[config.mk]
export PLATFORM = sky130hd
export DESIGN_NAME = grn_attractor_ctrl
export DESIGN_NICKNAME = d
export VERILOG_FILES = /design/src/rtl/grn_attractor_ctrl.sv
export SDC_FILE = /design/constraint.sdc
export NUM_CORES = 1
export LEC_CHECK = 0
export CAP_MARGIN = 40
export CORE_AREA = 2 2 112 141
export DETAILED_ROUTE_END_ITERATION = 8
export DIE_AREA = 0 0 114 143
export DONT_BUFFER_PORTS = 1
export PLACE_DENSITY_LB_ADDON = 0.12
export RECOVER_POWER = 100
export SLEW_MARGIN = 20
export SYNTH_ARGS = -nofsm -noshare
export SYNTH_HDL_FRONTEND = slang
export SYNTH_SLANG_ARGS = --single-unit
[constraint.sdc]
create_clock -name clk -period 2.24 [get_ports clk]
set_clock_uncertainty 0.05 [all_clocks]
set_input_delay 0.336 -clock clk [delete_from_list [all_inputs] [get_ports clk]]
set_output_delay 0.336 -clock clk [all_outputs]
set_load 0.01 [all_outputs]
[src/rtl/grn_attractor_ctrl.sv]
// grn_attractor_ctrl
// ------------------
// Attractor-search sequencer for a bank of N GRN nodes. It takes each initial
// state of a programmed range in turn, loads it into the node array and runs
// a slow trajectory (s0) and a fast trajectory (s1) until the two meet. It
// then freezes s0 and steps s1 alone to measure the attractor period. One
// result record per initial state goes out over a valid/ready handshake.
//
// Ports
//   clk, rst                 clock, synchronous active-high reset
//   start                    command pulse, sampled only while idle
//   init_base, num_init      first initial state / number of states to run
//   reset_nos, init_state    load strobe and per-node load value to the array
//   start_s0, start_s1       step strobes for the slow / fast trajectories
//   net_s0, net_s1           concatenated node trajectory outputs
//   res_valid, res_ready     result handshake
//   res_init, res_state      initial state and detected attractor state
//   res_steps, res_period    steps to detection and attractor length
//   res_timeout              step budget exhausted without detection
//   busy, done               not-idle flag, end-of-range pulse
module grn_attractor_ctrl #(
    parameter int N         = 8,
    parameter int CW        = 16,
    parameter int MAX_STEPS = 65535
) (
    input  logic          clk,
    input  logic          rst,
    input  logic          start,
    input  logic [N-1:0]  init_base,
    input  logic [N:0]    num_init,
    output logic          reset_nos,
    output logic [N-1:0]  init_state,
    output logic          start_s0,
    output logic          start_s1,
    input  logic [N-1:0]  net_s0,
    input  logic [N-1:0]  net_s1,
    output logic          res_valid,
    input  logic          res_ready,
    output logic [N-1:0]  res_init,
    output logic [N-1:0]  res_state,
    output logic [CW-1:0] res_steps,
    output logic [CW-1:0] res_period,
    output logic          res_timeout,
    output logic          busy,
    output logic          done
);

    localparam logic [2:0] S_IDLE   = 3'd0;
    localparam logic [2:0] S_LOAD   = 3'd1;
    localparam logic [2:0] S_RUN    = 3'd2;
    localparam logic [2:0] S_PERIOD = 3'd3;
    localparam logic [2:0] S_RESULT = 3'd4;

    localparam logic [CW-1:0] LP_MAX_STEPS = CW'(MAX_STEPS);
    localparam logic [CW-1:0] LP_CNT_MAX   = {CW{1'b1}};

    function automatic logic [CW-1:0] sat_inc(input logic [CW-1:0] v);
        return (v == LP_CNT_MAX) ? v : v + 1'b1;
    endfunction

    logic [2:0]    r_state;
    logic [N-1:0]  r_cur;
    logic [N:0]    r_rem;
    logic [CW-1:0] r_steps;
    logic [CW-1:0] r_period;
    logic          r_first;
    logic [N-1:0]  r_det_state;
    logic          r_done;
    logic [N-1:0]  r_res_init;
    logic [N-1:0]  r_res_state;
    logic [CW-1:0] r_res_steps;
    logic [CW-1:0] r_res_period;
    logic          r_res_timeout;

    logic w_eq;
    logic w_hit;
    logic w_run_timeout;
    logic w_run_step;
    logic w_period_step;

    // Right after a load both trajectories are equal, so the first cycle of
    // RUN and of PERIOD never counts as a meeting.
    assign w_eq          = (net_s0 == net_s1);
    assign w_hit         = !r_first && w_eq;
    // A meeting in the same cycle as budget exhaustion wins over the timeout.
    // The timeout cycle itself issues no strobes, so res_steps == MAX_STEPS.
    assign w_run_timeout = (r_steps == LP_MAX_STEPS) && !w_hit;
    assign w_run_step    = (r_state == S_RUN) && !w_hit && !w_run_timeout;
    assign w_period_step = (r_state == S_PERIOD) && !w_hit;

    assign reset_nos   = (r_state == S_LOAD);
    assign init_state  = (r_state == S_LOAD) ? r_cur : '0;
    assign start_s0    = w_run_step;
    assign start_s1    = w_run_step || w_period_step;
    assign res_valid   = (r_state == S_RESULT);
    assign busy        = (r_state != S_IDLE);
    assign done        = r_done;
    assign res_init    = r_res_init;
    assign res_state   = r_res_state;
    assign res_steps   = r_res_steps;
    assign res_period  = r_res_period;
    assign res_timeout = r_res_timeout;

    always_ff @(posedge clk) begin
        if (rst) begin
            r_state       <= S_IDLE;
            r_cur         <= '0;
            r_rem         <= '0;
            r_steps       <= '0;
            r_period      <= '0;
            r_first       <= 1'b0;
            r_det_state   <= '0;
            r_done        <= 1'b0;
            r_res_init    <= '0;
            r_res_state   <= '0;
            r_res_steps   <= '0;
            r_res_period  <= '0;
            r_res_timeout <= 1'b0;
        end else begin
            r_done <= 1'b0;
            case (r_state)
                S_IDLE: begin
                    if (start) begin
                        if (num_init != '0) begin
                            r_cur   <= init_base;
                            r_rem   <= num_init;
                            r_state <= S_LOAD;
                        end else begin
                            r_done <= 1'b1;
                        end
                    end
                end
                S_LOAD: begin
                    r_steps  <= '0;
                    r_period <= '0;
                    r_first  <= 1'b1;
                    r_state  <= S_RUN;
                end
                S_RUN: begin
                    if (w_hit) begin
                        // s0 is frozen from here on, so this is the state the
                        // period is measured against.
                        r_det_state <= net_s0;
                        r_first     <= 1'b1;
                        r_state     <= S_PERIOD;
                    end else if (w_run_timeout) begin
                        r_res_init    <= r_cur;
                        r_res_state   <= net_s0;
                        r_res_steps   <= r_steps;
                        r_res_period  <= '0;
                        r_res_timeout <= 1'b1;
                        r_state       <= S_RESULT;
                    end else begin
                        r_steps <= sat_inc(r_steps);
                        r_first <= 1'b0;
                    end
                end
                S_PERIOD: begin
                    if (w_hit) begin
                        r_res_init    <= r_cur;
                        r_res_state   <= r_det_state;
                        r_res_steps   <= r_steps;
                        r_res_period  <= r_period;
                        r_res_timeout <= 1'b0;
                        r_state       <= S_RESULT;
                    end else begin
                        r_period <= sat_inc(r_period);
                        r_first  <= 1'b0;
                    end
                end
                S_RESULT: begin
                    if (res_ready) begin
                        r_cur <= r_cur + 1'b1;
                        r_rem <= r_rem - 1'b1;
                        if (r_rem == (N+1)'(1)) begin
                            r_done  <= 1'b1;
                            r_state <= S_IDLE;
                        end else begin
                            r_state <= S_LOAD;
                        end
                    end
                end
                default: r_state <= S_IDLE;
            endcase
        end
    end

endmodule
# After elaboration in Yosys (flattened, before gate mapping)
# Index checks and enable logic that the tools add are counted.
[classes] n_addsub=4 eq_ne=20 muxes=53 n_reduce_logical=24
[op_table] operator="16-bit two-way mux" count=11
[op_table] operator="16-bit case mux with 2 select lines" count=4
[op_table] operator="8-bit two-way mux" count=10
[op_table] operator="8-bit case mux with 2 select lines" count=3
[op_table] operator="16-bit by 1-bit adder with 16-bit output, second input constant" count=2
[op_table] operator="16-bit equality test, second input constant" count=2
[op_table] operator="9-bit two-way mux" count=3
[op_table] operator="3-bit two-way mux" count=6
[op_table] operator="2-bit != test, second input constant" count=9
[op_table] operator="9-bit case mux with 2 select lines" count=1
[op_table] operator="3-bit case mux with 5 select lines" count=1
[op_table] operator="4-bit AND reduction" count=3
[op_table] operator="1-bit two-way mux" count=11
[op_table] operator="9-bit by 1-bit equality test with 1-bit output, second input constant" count=1
[op_table] operator="9-bit nonzero test" count=1
[op_table] operator="9-bit by 1-bit subtractor with 9-bit output, second input constant" count=1
[op_table] operator="8-bit by 1-bit adder with 8-bit output, second input constant" count=1
[op_table] operator="8-bit equality test" count=1
[op_table] operator="2-bit nonzero test" count=4
[op_table] operator="3-bit by 2-bit equality test with 1-bit output, second input constant" count=2
[op_table] operator="3-bit != test, second input constant" count=2
[op_table] operator="3-bit AND reduction" count=2
[op_table] operator="3-bit nonzero test" count=2
[op_table] operator="1-bit logical AND" count=5
[op_table] operator="10 further kinds" count=13
[totals] register_bits=111 word_cells=114 output_inout_bits=63 in_bits=37

# Logic depth before layout (Yosys ltp)
[logic_depth] ltp_word=7 mapped_depth=9

# Worst setup path before layout
# Ideal clock, no wire load.
[synth_path] path_kind="register to register" start="register r_state[2]" end="register r_res_init[1], in the netlist res_init[1]" setup_slack_ns=0.232 n_path_buf=2 arrival_time_ns=1.826 path_stages_with_launch=9 t_required_ns=2.058 cell_sequence="dfxtp_1 -> buf_6 -> or3b_4 -> nor4_2 -> nand2_1 -> mux2_2 -> clkbuf_1 -> nand2_1 -> a21oi_1"
[synth_between] elab_chain_len=3
[synth_rtl] element="start: declaration" line_no="61" rtl="logic [2:0] r_state;"
[synth_rtl] element="start signal: assignment" line_no="106" rtl="r_state <= S_IDLE;"
[synth_rtl] element="start signal: assignment" line_no="127" rtl="r_state <= S_LOAD;"
[synth_rtl] element="start signal: assignment" line_no="137" rtl="r_state <= S_RUN;"
[synth_rtl] element="3-bit by 2-bit equality test with 1-bit output" line_no="121" rtl="case (r_state)"
[synth_rtl] element="2-bit != test (no line) or 2-bit nonzero test (tied branches)"
[synth_rtl] element="4-bit AND reduction (no line)"
[synth_rtl] element="end signal: assignment" line_no="147" rtl="r_res_init <= r_cur;"
[synth_rtl] element="end signal: assignment" line_no="160" rtl="r_res_init <= r_cur;"
[synth_rtl] element="end: declaration" line_no="69" rtl="logic [N-1:0] r_res_init;"
# Parallel ways exist; a longest one is shown, timed or not.
# A chain may end at the register's enable or synchronous reset.

# Worst setup path in the final report
[layout_path] start="register r_steps[7]" end="output start_s1"
[layout_between] elab_chain_len=5
[layout_rtl] element="start: declaration" line_no="64" rtl="logic [CW-1:0] r_steps;"
[layout_rtl] element="start signal: assignment" line_no="154" rtl="r_steps <= sat_inc(r_steps);"
[layout_rtl] element="16-bit equality test" line_no="87" rtl="assign w_run_timeout = (r_steps == LP_MAX_STEPS) && !w_hit;"
[layout_rtl] element="1-bit logical AND" line_no="87"
[layout_rtl] element="1-bit zero test" line_no="88" rtl="assign w_run_step = (r_state == S_RUN) && !w_hit && !w_run_timeout;"
[layout_rtl] element="1-bit logical AND" line_no="88"
[layout_rtl] element="1-bit logical OR" line_no="94" rtl="assign start_s1 = w_run_step || w_period_step;"
[layout_rtl] element="end: declaration" line_no="34" rtl="output logic start_s1,"
# No other way between the ends.

==> results_dict.tcl <==
set metrics [dict create \
    status "finished, final reports clean" \
    crit_slowest_cell "dfxtp_1" \
    rsz0062_at_grt "yes" \
    synthAdderAreaFrac_pct 1.22 \
    synth.cell_area_sq_mm 0.00514 \
    synth_enable_flop_cells 0 \
    p_per_area_mw_per_mm2 691 \
    ys_ff_latch 111 \
    wl_per_cell_um 16.5 \
    fin_cells 838 \
    drv_cap 0 \
    chipHeight_um 143 \
    rows 50 \
    layout-drive-gt1-share_pct 12.0 \
    die_w_um 114 \
    synth_top_family_by_area "simple AND/OR/NAND/NOR gates" \
    critPathBufInv 2 \
    synth_compound_area_share_pct 16.7 \
    detail_route.vias_per_cell 5.31 \
    period_share_pct 95.1 \
    drt_drc_violations_left 0 \
    ant_nets 0 \
    track_usage_pct 17.3 \
    initial_core_util_pct 34.6 \
    yosys.area_share.simple_pct 26.9 \
    antenna_found_initial 0 \
    overflow 0 \
    yosys_warnings 0 \
    cts_buffers 9 \
    grt-busiest-layer "met2" \
    cts_sinks 111 \
    areaGrowthSynthToFinish_pct 14.2 \
    path_delay_family "simple AND/OR/NAND/NOR gates" \
    whs_ps 80.4 \
    crit_type "register to primary output" \
    fin_nets 693 \
    synth-xor-area-share_pct 4.43 \
    ys_dominant_reg_cell "dfxtp_1" \
    portBuffers 0 \
    async_flop_share_pct 0 \
    seq_area_frac_synth_pct 43.2 \
    globalRouteMet2Util_pct 28.4 \
    required_ps 1850 \
    max_clock_freq_ghz 0.470 \
    fin_tns_setup_ps 0 \
    gp_congestion 0.820 \
    clockBufferDepth 2 \
    worst_pin_slew_ps 584 \
    min_period_ps 2130 \
    setup_viol 0 \
    root_buffer "clkbuf_16" \
    clk_latency_ps 350 \
    worst_path_largest_cell_delay_ps 370 \
    yosysUniqueCellTypes 54 \
    endpoint_kind "primary output" \
    synth_mux_area_share_pct 2.46 \
    grt_pass1_vias 4340 \
    max_slew_margin_pct 60.9 \
    vias 4447 \
    power.leakage_nw 2.04 \
    core_area_sq_mm 0.0149 \
    placed_cells 816 \
    routed_wl_mm 13.8 \
    vdd_drop_max_mv 0.337 \
    use_met1_pct 21.5 \
    die_area_sq_mm 0.0163 \
    netlist_instances 651 \
    place.detailed.hpwl_mm 9.24 \
    cts_max_level 3 \
    io_pins 100 \
    path_max_fanout 4 \
    hold_violations 0 \
    grt_pass1_wl_mm 22.4 \
    cp-start-kind "register" \
    grt_max_degree 81 \
    drt-initial-drc-count 244 \
    syn_nets 693 \
    hold_path_class "primary input to register" \
    critical_path.cell_chain "and3_1 > and4_4 > a21oi_4 > buf_4 > o21ai_2 > inv_1" \
    drv_slew 0 \
    antenna_cells 0 \
    grtUsageMet3_pct 4.46 \
    firstDrtPassIters 5 \
    arrival_ps 1740 \
    cts_tree "built" \
    syn_area_per_cell_sq_um 7.90 \
    clk_pin_slew_ps 70 \
]
[area by class of cell]
type / instances / area (sq um)
tap: 182 / 228
fill: 1522 / 9010
inverter: 9 / 33.8
timing repair buffer: 35 / 369
multi-input combinational: 485 / 2720
clock buffer: 10 / 229
clock inverter: 6 / 68.8
sequential: 111 / 2230
[registers in the layout (all words and copies together) (netlist names)]
| name | flops |
|---|---|
| r_cur | 8 |
| res_state | 8 |
| res_period | 16 |
| done | 1 |
| r_state | 3 |
| res_timeout | 1 |
| r_steps | 16 |
| r_rem | 9 |
| r_first | 1 |
| r_det_state | 8 |
| res_init | 8 |
| res_steps | 16 |
| r_period | 16 |
[layout by cell type, fill, tap and decap left out, types with 2 or more instances in the layout]
| cell type | Yosys | layout |
|---|---|---|
| nand2_1 | 120 | 120 |
| dfxtp_1 | 111 | 106 |
| a21oi_1 | 77 | 76 |
| nor2_1 | 66 | 65 |
| nand3_1 | 35 | 35 |
| buf_4 | 1 | 26 |
| o21ai_0 | 25 | 24 |
| xor2_1 | 15 | 15 |
| and2_1 | 13 | 12 |
| xnor2_1 | 11 | 11 |
| clkbuf_16 | 0 | 10 |
| or3_1 | 9 | 9 |
| mux2i_1 | 9 | 9 |
| a311oi_1 | 9 | 9 |
| inv_1 | 9 | 8 |
| a211oi_1 | 8 | 8 |
| nand4_1 | 7 | 7 |
| nor3_1 | 7 | 6 |
| and3_1 | 7 | 6 |
| a22oi_1 | 6 | 6 |
| nor4_1 | 5 | 5 |
| o31ai_1 | 5 | 5 |
| buf_12 | 0 | 5 |
| dfxtp_2 | 0 | 5 |
| or2_2 | 4 | 4 |
| a31oi_1 | 4 | 4 |
| or4_1 | 4 | 4 |
| ha_1 | 5 | 4 |
| nor2b_1 | 3 | 3 |
| or3b_2 | 2 | 2 |
| nor4_2 | 2 | 2 |
| mux2_2 | 2 | 2 |
| o211ai_1 | 2 | 2 |
| nand4b_1 | 2 | 2 |
| inv_6 | 0 | 2 |
[path summary, 6_finish.rpt]
check	slack, ps	startpoint	end	cells after the start
min	80	net_s0[1]	r_det_state[1]	2
max	110	r_steps[7]	start_s1	6
max reg2reg	110	r_state[1]	res_steps[5]	8
min reg2reg	430	r_det_state[5]	res_state[5]	2
[Yosys cell counts (all sizes together), types with 2 or more instances]
master  count  area [sq um]
o31ai       5          37.5
a211oi      8          60.1
and2       13          81.3
xor2       15           131
and3        7          43.8
nor2b       3          18.8
and4        2          17.5
nor4        7          56.3
or4         4          30.0
nand2b      2          12.5
a22oi       6          45.0
a21oi      77           385
nand3      36           185
buf        11           100
nand4b      2          17.5
or3b        3          28.8
nor2       66           248
a311oi      9          78.8
xnor2      11          96.3
or2         4          25.0
clkbuf     35           131
nor3        7          35.0
nand4       7          43.8
o21ai      25           125
dfxtp     111          2220
or3         9          56.3
o211ai      2          15.0
a31oi       4          25.0
mux2i      10           104
nand2     120           450
inv         9          33.8
ha          5          62.6
mux2        2          22.5
[repair_timing]
item                                    4_1_cts  5_1_grt
resized for setup                             8       15
hold buffers                                  2        0
endpoints found under the setup margin       10       17
cloned                                        0        1
endpoints found under the hold margin        80        0
buffers inserted                              0        3
[where the power goes]
part	total [mW]	switching (mW)	internal, mW	leakage, nW
clock network	1.62	0.748	0.877	0.143
registers	2.05	0.0429	2.01	0.900
logic	0.385	0.244	0.140	0.999
[cell families after synthesis]
| kind of cell | Yosys count |
|---|---|
| compound gates | 146 |
| xor+xnor | 26 |
| fa+ha+maj | 5 |
| buf+inv | 55 |
| flops | 111 |
| mux | 12 |
| simple gates | 296 |
[per-stage QoR]
step | instance area, sq um | power (mW) | utilization (%) | setup WS, ps
after global routing | 5870 | 4.27 | 39.5 | -19.4
final | 5870 | 4.06 | 39.5 | 110
after global placement | 5410 | 2.44 | 36.3 | 81.2
after CTS | 5760 | 4.13 | 38.7 | 7.04
after detailed placement | 5410 | 2.44 | 36.3 | 56.4
after floorplan | 5140 | 2.35 | - | 232
[layer usage]
layer / vias to the layer above / share of wire [%]
li1: 2262 / -
met4: 0 / 1.8
met1: 2068 / 44
met2: 104 / 49
met3: 13 / 5.2
met5: - / 0
Note: power is estimated with default switching activity, not from simulation.
